`config.mk`:
```
export PLATFORM = sky130hd
export DESIGN_NAME = sdram_wb_arbiter
export DESIGN_NICKNAME = d
export VERILOG_FILES = /design/src/rtl/sdram_wb_arbiter.sv
export SDC_FILE = /design/constraint.sdc
export NUM_CORES = 1
export LEC_CHECK = 0
export ABC_AREA = 0
export CAP_MARGIN = 20
export CORE_AREA = 2 2 112 114
export DETAILED_ROUTE_END_ITERATION = 6
export DIE_AREA = 0 0 114 116
export DONT_BUFFER_PORTS = 1
export HOLD_SLACK_MARGIN = 0.02
export SYNTH_ARGS = -nofsm -noshare
export SYNTH_HDL_FRONTEND = slang
export SYNTH_SLANG_ARGS = --single-unit
```
`constraint.sdc`:
```
create_clock -name clk0 -period 4.1 [get_ports clk0]
set_input_delay 0.82 -clock clk0 [delete_from_list [all_inputs] [get_ports clk0]]
set_output_delay 0.82 -clock clk0 [all_outputs]
set_load 0.01 [all_outputs]
```
`src/rtl/sdram_wb_arbiter.sv`:
```
// sdram_wb_arbiter
// Two-master Wishbone arbiter in front of the SDRAM controller's single
// Wishbone slave port. Master 0 is the CPU data path, master 1 is the
// video/DMA fetcher. Single-beat accesses are serialised. Every output is
// registered. If the slave never acknowledges, the transfer is forced to
// complete after a bounded wait.
//
// state | meaning
// IDLE  | waiting for a master strobe; the arbitration decision is made here
// BUSY  | s_stb_o asserted, waiting for s_ack_i or for the timeout
// ACK   | the winner's ack (and timeout_o, if forced) is high for this cycle
//
// Ports
//   clk0, reset          clock and synchronous active-high reset
//   m0_* / m1_*          master ports: adr, stb, we, wrb, dat in; dat, ack out
//   s_adr_o .. s_dat_o   registered request to the controller
//   s_dat_i, s_ack_i     response from the controller
//   grant_o              owner of the current or last transfer (0 = m0)
//   timeout_o            one-cycle pulse on forced completion
module sdram_wb_arbiter #(
  parameter int              FIXED_PRIO   = 0,
  parameter int unsigned     ACK_TIMEOUT  = 1023,
  parameter logic [31:0]     TIMEOUT_DATA = 32'hDEADBEEF
) (
  input  logic        clk0,
  input  logic        reset,
  input  logic [23:0] m0_adr_i,
  input  logic        m0_stb_i,
  input  logic        m0_we_i,
  input  logic [3:0]  m0_wrb_i,
  input  logic [31:0] m0_dat_i,
  output logic [31:0] m0_dat_o,
  output logic        m0_ack_o,
  input  logic [23:0] m1_adr_i,
  input  logic        m1_stb_i,
  input  logic        m1_we_i,
  input  logic [3:0]  m1_wrb_i,
  input  logic [31:0] m1_dat_i,
  output logic [31:0] m1_dat_o,
  output logic        m1_ack_o,
  output logic [23:0] s_adr_o,
  output logic        s_stb_o,
  output logic        s_we_o,
  output logic [3:0]  s_wrb_o,
  output logic [31:0] s_dat_o,
  input  logic [31:0] s_dat_i,
  input  logic        s_ack_i,
  output logic        grant_o,
  output logic        timeout_o
);

  localparam int CW = (ACK_TIMEOUT > 1) ? $clog2(ACK_TIMEOUT + 1) : 1;
  // The counter holds the number of BUSY cycles already spent without an ack.
  // The timeout fires on the edge that would take it to ACK_TIMEOUT.
  localparam logic [CW-1:0] TO_LAST = (ACK_TIMEOUT > 0) ? CW'(ACK_TIMEOUT - 1) : '0;

  typedef enum logic [1:0] {
    IDLE = 2'd0,
    BUSY = 2'd1,
    ACK  = 2'd2
  } state_t;

  state_t        state;
  state_t        state_nx;
  logic          last;
  logic [CW-1:0] cnt;
  logic          grant_go;
  logic          winner;
  logic          done;
  logic          forced;

  always_comb begin
    state_nx = state;
    grant_go = 1'b0;
    winner   = 1'b0;
    done     = 1'b0;
    forced   = 1'b0;
    unique case (state)
      IDLE: begin
        if (m0_stb_i || m1_stb_i) begin
          grant_go = 1'b1;
          state_nx = BUSY;
          if (m0_stb_i && m1_stb_i)
            winner = (FIXED_PRIO != 0) ? 1'b0 : ~last;
          else
            winner = m1_stb_i;
        end
      end
      BUSY: begin
        // A real ack takes precedence over a timeout landing on the same edge.
        if (s_ack_i) begin
          done     = 1'b1;
          state_nx = ACK;
        end else if ((ACK_TIMEOUT > 0) && (cnt == TO_LAST)) begin
          done     = 1'b1;
          forced   = 1'b1;
          state_nx = ACK;
        end
      end
      ACK: begin
        // Strobes are not looked at here, so the master that has just been
        // acked cannot be re-granted on its stale strobe.
        state_nx = IDLE;
      end
      default: state_nx = IDLE;
    endcase
  end

  always_ff @(posedge clk0) begin
    if (reset) begin
      state     <= IDLE;
      last      <= 1'b1;
      cnt       <= '0;
      s_adr_o   <= '0;
      s_stb_o   <= 1'b0;
      s_we_o    <= 1'b0;
      s_wrb_o   <= '0;
      s_dat_o   <= '0;
      m0_dat_o  <= '0;
      m1_dat_o  <= '0;
      m0_ack_o  <= 1'b0;
      m1_ack_o  <= 1'b0;
      grant_o   <= 1'b0;
      timeout_o <= 1'b0;
    end else begin
      state     <= state_nx;
      m0_ack_o  <= 1'b0;
      m1_ack_o  <= 1'b0;
      timeout_o <= 1'b0;

      if (grant_go) begin
        s_adr_o <= winner ? m1_adr_i : m0_adr_i;
        s_we_o  <= winner ? m1_we_i  : m0_we_i;
        s_wrb_o <= winner ? m1_wrb_i : m0_wrb_i;
        s_dat_o <= winner ? m1_dat_i : m0_dat_i;
        s_stb_o <= 1'b1;
        grant_o <= winner;
        cnt     <= '0;
      end

      if ((state == BUSY) && !done)
        cnt <= cnt + 1'b1;

      if (done) begin
        s_stb_o   <= 1'b0;
        last      <= grant_o;
        timeout_o <= forced;
        if (grant_o) begin
          m1_ack_o <= 1'b1;
          m1_dat_o <= forced ? TIMEOUT_DATA : s_dat_i;
        end else begin
          m0_ack_o <= 1'b1;
          m0_dat_o <= forced ? TIMEOUT_DATA : s_dat_i;
        end
      end
    end
  end

endmodule

```
[Word level (Yosys, flattened, before mapping)]
Index checks and enable logic that the tools add are counted.
Cells by class
  $add $sub $neg: 1
  multiplexer cells: 23
  reductions and logical operators: 11
  equal/unequal tests: 4
  bitwise gates (word level): 3
Operators by type and width (number)
  $mux 32: 2
  $mux 24: 1
  $mux 10: 2
  $mux 1: 13
  $add 10x1->10 const B: 1
  $eq 10x10->1 const B: 1
  $mux 2: 3
  $reduce_and 2->1: 3
  $mux 4: 1
  $pmux 2 s2: 1
  $reduce_or 2->1: 2
  $ne 3x3->1 const B: 1
  $not 1->1: 3
  $eq 2x1->1 const B: 1
  $logic_and 1x1->1: 2
  $logic_not 2->1: 1
  $ne 2x2->1 const B: 1
  $reduce_bool 2->1: 1
  $logic_not 1->1: 1
  $logic_or 1x1->1: 1
Storage, ports and cells
  register bits: 143
  input port bits: 159
  word-level logic and storage cells: 56

[Logic depth before layout (Yosys ltp)]
Gate-level depths: netlist (run 1).
  word-level depth: 7
  depth in mapped cells: 8
  mapped depth without buffers: 6

[Least setup slack after synthesis (run 1)]
OpenSTA, ideal clock, no wires.
  path kind: input-to-reg
  from: in reset
  to: reg cnt[8]
  data required time: 4.042 ns
  stages: 5
  setup time: 0.058 ns
  arrival: 1.931 ns
  path slack: 2.111 ns
  cells stage by stage: buf_2 or4b_4 a31oi_2 and3_1 a211o_1
RTL lines
  start: declaration: line 26  | input logic reset,
  end signal: assignment: line 142  | cnt <= cnt + 1'b1;
  end: declaration: line 66  | logic [CW-1:0] cnt;

[Final worst setup path (run 1)]
  from: reg state[1]
  to: reg s_dat_o[15]
Between the ends
  word-level cells in the longest chain between the ends: 3
  elaborated cells on any way between the ends: 4
  those cells by class: mux (3); reduce/logical (1)
RTL lines
  start: declaration: line 63  | state_t state;
  start signal: assignment: line 126  | state <= state_nx;
  $logic_not 2->1 *: line 78  | unique case (state)
  $mux 1: line 78
  $mux 32: line 135  | s_dat_o <= winner ? m1_dat_i : m0_dat_i;
  end signal: assignment: line 135
  end: declaration: line 45  | output logic [31:0] s_dat_o,
Every way passes the cells marked *; elsewhere a longest branch is shown, timed or not.
A chain may end at the register's enable or synchronous reset.

==> results of run 1 <==
## cells by family after synthesis
logic type	after synthesis	synth area share, %
adder cells (fa/ha/maj)	2	0.4500
multiplexers	18	3.263
flip-flops	143	51.49
AND/OR/NAND/NOR	131	11.12
AO/OA/AOI/OAI	194	28.15
buffers and inverters	58	5.535
## placed cells by master, fill, tap and decap left out, types with 4 or more instances in the layout
cell type	n
buf_4	7
dfxtp_1	143
inv_6	4
o221a_2	37
clkinv_4	4
clkbuf_16	17
nor2_1	4
o221ai_1	61
a21oi_1	66
mux2i_1	17
clkinv_2	4
inv_1	4
o221a_1	11
nand2_1	94
## metrics by stage
stage | total power [mW] | instance area [sq um]
2_1_floorplan | 1.832 | 5560
3_3_place_gp | 1.882 | 5520
3_5_place_dp | 1.891 | 5520
4_1_cts | 3.342 | 6081
5_1_grt | 3.463 | 6081
6_report | 3.317 | 6081
## final cells by class
cell class,instances,area (sq um)
Clock buffer,17,425.4
Clock inverter,15,135.1
Fill cell,1094,5831
Inverter,5,18.77
Multi-Input combinational cell,345,2402
Sequential cell,143,2863
Tap cell,147,183.9
Timing Repair Buffer,7,52.55
## layer usage
layer	GRT usage [%]	up-vias
li1	-	2044
met1	26.28	2102
met2	35.44	221
met3	7.427	23
met4	11.63	0
met5	0	-
## power by group through the flow
stage / sequential (mW) / clock (mW) / combinational, mW
3_3_place_gp: 1.62 / 0 / 0.258
5_1_grt: 1.60 / 1.56 / 0.299
3_5_place_dp: 1.62 / 0 / 0.267
2_1_floorplan: 1.59 / 0 / 0.238
6_report: 1.59 / 1.46 / 0.267
4_1_cts: 1.59 / 1.48 / 0.269
## state kept, by name, summed over array words and instances, names as in the netlist
name / flops
m0_dat_o: 32
m1_dat_o: 32
s_dat_o: 32
s_adr_o: 24
cnt: 10
s_wrb_o: 4
state: 2
grant_o: 1
last: 1
m0_ack_o: 1
m1_ack_o: 1
s_stb_o: 1
s_we_o: 1
timeout_o: 1
## worst max-delay path by stage
stage              from  slack [ns]           to
6_report       state[1]        1.84  s_dat_o[15]
5_1_grt        state[1]        1.68  s_dat_o[15]
3_5_place_dp   m1_stb_i        1.53   s_dat_o[4]
3_3_place_gp   m1_stb_i        1.51   s_dat_o[4]
4_1_cts        state[1]        1.85  s_dat_o[15]
2_1_floorplan     reset        2.11       cnt[8]
==> metrics.csv, run 1 <==
stage,metric,value,unit
final_layout,final std cells w/o fill,679,
setup_path,Critical Path AT,2.59,ns
setup_path,Worst Reg-to-Reg Cells,5,
placement,Post-Place Setup Slack,1.527,ns
power_and_ir_drop,Peak VDD IR,267.8,uV
sta,Final period util,55.01,%
synthesis,Mapped Nets,707,
synthesis,Mapped Area,5560,sq um
power_and_ir_drop,Switch Pwr,892.1,uW
power_and_ir_drop,Sw Ratio,26.90,%
synthesis,"Seq/Total Area, Yosys",51.49,%
synthesis,Synth cell types,49,
sta,Max Freq,0.4434,GHz
synthesis,Syn. warnings,0,
cts,postcts setup bufs,0,
detailed_routing,# DRC,0,
sta,RSZ-0062 raised after global routing,no,
grt,first-pass GRT wire length,22510,um
die,I/O pin total,289,
die,die extent in x,114,um
die,core area,11910,sq um
worst_hold_path,hold crit path type,flop to flop,
setup_path,Buf/Inv on CP,1,
cts,CTS tree,built,
sta,count of final max-slew check failures,0,
worst_hold_path,Hold EP,last,
setup_path,critical path depth,5,
sta,min Tclk post-route,2.255,ns
flow_run,max-cap violations,0,
cts,CTS buffer count,17,
synthesis,synthesized netlist cell count,546,
synthesis,top cell type's share of synthesized area,51.49,%
synthesis,largest area contributor in the netlist,dfxtp_1,
grt,GRT Total Usage,22.05,%
cts,Clock transition at path regs,0.06,ns
final_layout,nets,680,
worst_hold_path,hold_sp,last,
placement,Placed Instances,647,
cts,H-tree Lvls,4,
sta,endpoints failing setup,0,
cts,Clock Sinks,143,
placement,port bufs,0,
final_layout,Util after Layout,51.05,%
final_layout,Syn-to-layout area delta,9.361,%
sta,Fin. Hold Viols,0,
setup_path,Worst Path Max Fanout,47,
synthesis,"Top FF cell, synth",dfxtp_1,
setup_path,R2R Setup Slk,1.84,ns
synthesis,top-count cell post-synth,dfxtp_1,
setup_path,CP max-delay cell,nor2_4,
power_and_ir_drop,pwr/cell area,545.4,nW/um^2
synthesis,Synth top cells by count,"dfxtp_1, nand2_1, a21oi_1, o221ai_1, o221a_2",
power_and_ir_drop,P_leak,2.138,nW
cts,hold-fix buffers at CTS,0,
power_and_ir_drop,Clk pwr share,44.0,%
final_layout,share of cells above drive strength 1,16.92,%
die,starting density of the core,46.68,%
setup_path,crit end category,flop,
detailed_routing,WL per Instance,22.37,um
detailed_routing,TritonRoute pass-1 iters,4,
setup_path,Setup CP Type,flop to flop,
die,num rows,40,
setup_path,required time of the critical path,4.43,ns
grt,number of global-route vias before repair,4134,
setup_path,Worst R2R Start,state[1],
final_layout,# diodes,0,
sta,Final Skew,0.008566,ns
detailed_routing,highest metal used,met4,
die,die area,13220,sq um
cts,Post-CTS Resized,0,
grt,largest net degree at the start of global routing,72,
grt,antenna violations before repair,0,
grt,gr ovfl total,0,
cts,clk root buf,clkbuf_16,
run_status,outcome,finished clean,
placement,routability cong.,0.8071,
detailed_routing,via density per instance,6.465,
detailed_routing,vias after detailed routing,4390,
detailed_routing,DRT iter0 DRCs,322,
detailed_routing,DRT met1 WL,6046,um
power_and_ir_drop,register share of total power,48.0,%
cts,CTS max path bufs,2,
setup_path,worst r2r dst,s_dat_o[15],
synthesis,syn_area_per_cell,10.18,sq um
placement,DP HPWL,10220,um
setup_path,"delay-heaviest family, CP",simple AND/OR/NAND/NOR gates,
setup_path,crit path cell chain,or2_1 -> nor2_4 -> buf_4 -> o221ai_1 -> a21oi_1,
sta,WHS,0.4809,ns
detailed_routing,Antenna Nets Post-Route,0,
detailed_routing,WL met2,7408,um
detailed_routing,WL final,15190,um
power_and_ir_drop,internal power,2.424,mW
sta,Rel. slew slack,30.22,%
die,Die Y,116,um
detailed_routing,DR WL met3,1351,um
sta,Setup TNS Final,0,ns
setup_path,Max stage delay on crit path,0.77,ns
synthesis,fraction of registers with async set/reset,0,%
power_and_ir_drop,Comb pwr share,8.0,%
sta,Least-Margin Pin Slew,1.044,ns
setup_path,startpoint types,flop,
synthesis,"EDFF count, synth",0,
worst_hold_path,Hold Path Stages,1,
synthesis,synth top area cells,"dfxtp_1, o221ai_1, o221a_2",
synthesis,Synth Register Bits,143,
cts,Worst-Skew Late Latency,0.41,ns
sta,Final WS setup,1.845,ns
(Power assumes the default switching activity.)
==> run 2, diff against run 1 <==
Clock period 4.1 ns to 2.15 ns, I/O delays scaled along.
==> metrics.csv, run 2 (same netlist as run 1, synthesis figures left out) <==
stage,metric,value,unit
detailed_routing,via density per instance,6.316,
setup_path,Worst Path Max Fanout,8,
grt,antenna violations before repair,0,
detailed_routing,TritonRoute pass-1 iters,4,
sta,min Tclk post-route,1.834,ns
detailed_routing,WL per Instance,21.45,um
final_layout,Top Registers,"m0_dat_o: 32 flops, m1_dat_o: 32 flops, s_dat_o: 32 flops",
die,die extent in x,114,um
setup_path,required time of the critical path,2.50,ns
placement,port bufs,0,
run_status,outcome,finished clean,
placement,DP HPWL,10280,um
sta,endpoints failing setup,0,
setup_path,Max stage delay on crit path,0.58,ns
final_layout,nets,685,
grt,number of global-route vias before repair,3915,
final_layout,register area,2863,sq um
sta,Fin. Hold Viols,0,
die,die area,13220,sq um
detailed_routing,Antenna Nets Post-Route,0,
cts,Clock transition at path regs,0.06,ns
detailed_routing,WL final,14650,um
grt,largest net degree at the start of global routing,72,
sta,Final Skew,0.007955,ns
setup_path,Setup CP Type,flop to flop,
cts,CTS max path bufs,2,
grt,GRT Total Usage,20.98,%
grt,gr ovfl total,0,
final_layout,Fill cells,1069,
sta,Rel. slew slack,45.20,%
power_and_ir_drop,Final Power,6.325,mW
die,core area,11910,sq um
sta,RSZ-0062 raised after global routing,no,
sta,Max Freq,0.5452,GHz
cts,CTS tree,built,
cts,Clock Sinks,143,
placement,Post-Place Setup Slack,0.3051,ns
cts,postcts setup bufs,0,
setup_path,startpoint types,flop,
power_and_ir_drop,P_leak,2.187,nW
detailed_routing,vias after detailed routing,4314,
die,I/O pin total,289,
final_layout,Syn-to-layout area delta,11.14,%
detailed_routing,DRT iter0 DRCs,297,
power_and_ir_drop,pwr/cell area,1023,nW/um^2
final_layout,# diodes,0,
cts,Worst-Skew Late Latency,0.41,ns
worst_hold_path,hold crit path type,primary input to flop,
flow_run,max-cap violations,0,
setup_path,CP max-delay cell,o31ai_2,
setup_path,crit path cell chain,ha_1 -> nand4_4 -> o31ai_2 -> and2_1 -> mux2_2,
setup_path,Critical Path AT,2.19,ns
cts,H-tree Lvls,4,
sta,Final period util,85.32,%
final_layout,multi-input logic area,2402,sq um
sta,Final WS setup,0.3157,ns
die,num rows,40,
grt,first-pass GRT wire length,21470,um
cts,CTS buffer count,17,
sta,Setup TNS Final,0,ns
cts,hold-fix buffers at CTS,0,
setup_path,R2R Setup Slk,0.32,ns
final_layout,"most common cell after layout, fill and taps aside",dfxtp_1,
sta,count of final max-slew check failures,0,
placement,routability cong.,0.8351,
sta,Least-Margin Pin Slew,0.8114,ns
die,starting density of the core,46.68,%
power_and_ir_drop,Peak VDD IR,435.5,uV
cts,clk root buf,clkbuf_16,
setup_path,crit end category,flop,
detailed_routing,# DRC,0,
die,Die Y,116,um
final_layout,most frequent cells in the layout,"dfxtp_1, nand2_1, a21oi_1",
final_layout,share of cells above drive strength 1,17.54,%
cts,Post-CTS Resized,0,
## run 2: cell count changes in the layout (fill, tap and decap cells not counted)
cell and change:
clkinv_2 +1, clkbuf_8 +2, buf_12 +5, clkinv_4 -4
clkinvlp_4 -1, inv_6 +1
## run 2: critical path, delay by kind of cell, from the launching register on
kind	cells	cell delay, ns
simple gates	2	0.40
compound gates	1	0.58
mux	1	0.15
flops	1	0.37
fa+ha+maj	1	0.27
## run 2: cell type report
type,count,area share [%]
sequential,143,46.33
timing repair buffer,12,2.470
clock inverter,12,1.721
clock buffer,19,7.329
inverter,5,0.3037
multi-input combinational,345,38.87
tap,147,2.976
## run 2: path summary, 6_finish.rpt
kind                from         end  cells past startpoint
setup / recovery  cnt[1]      cnt[0]                      5
hold / removal     reset  s_dat_o[0]                      1
setup reg to reg  cnt[1]      cnt[0]                      5
hold reg to reg     last        last                      1
## run 2: per-layer routing
metal | part of all wire, % | GRT usage (%) | vias up | routed length, um
li1 | - | - | 2054 | -
met3 | 9.6 | 7.897 | 29 | 1413
met4 | 2.8 | 10.65 | 0 | 410
met1 | 38 | 24.08 | 2019 | 5626
met5 | 0 | 0 | - | 0
met2 | 49 | 34.40 | 212 | 7202
## run 2: through the flow
stage / hold WS (ns) / instances / cell area, sq um / utilization (%)
after floorplan: 0.4364 / 546 / 5560 / -
after global placement: 0.4682 / 652 / 5620 / 47.18
after detailed placement: 0.4646 / 652 / 5620 / 47.18
after CTS: 0.06491 / 683 / 6180 / 51.88
after global routing: 0.06555 / 683 / 6180 / 51.88
final: 0.08825 / 683 / 6180 / 51.88
## run 2: power by group
part,internal (mW),switching (mW)
logic,0.224,0.313
registers,2.82,0.209
clock network,1.65,1.10
total,4.70,1.63
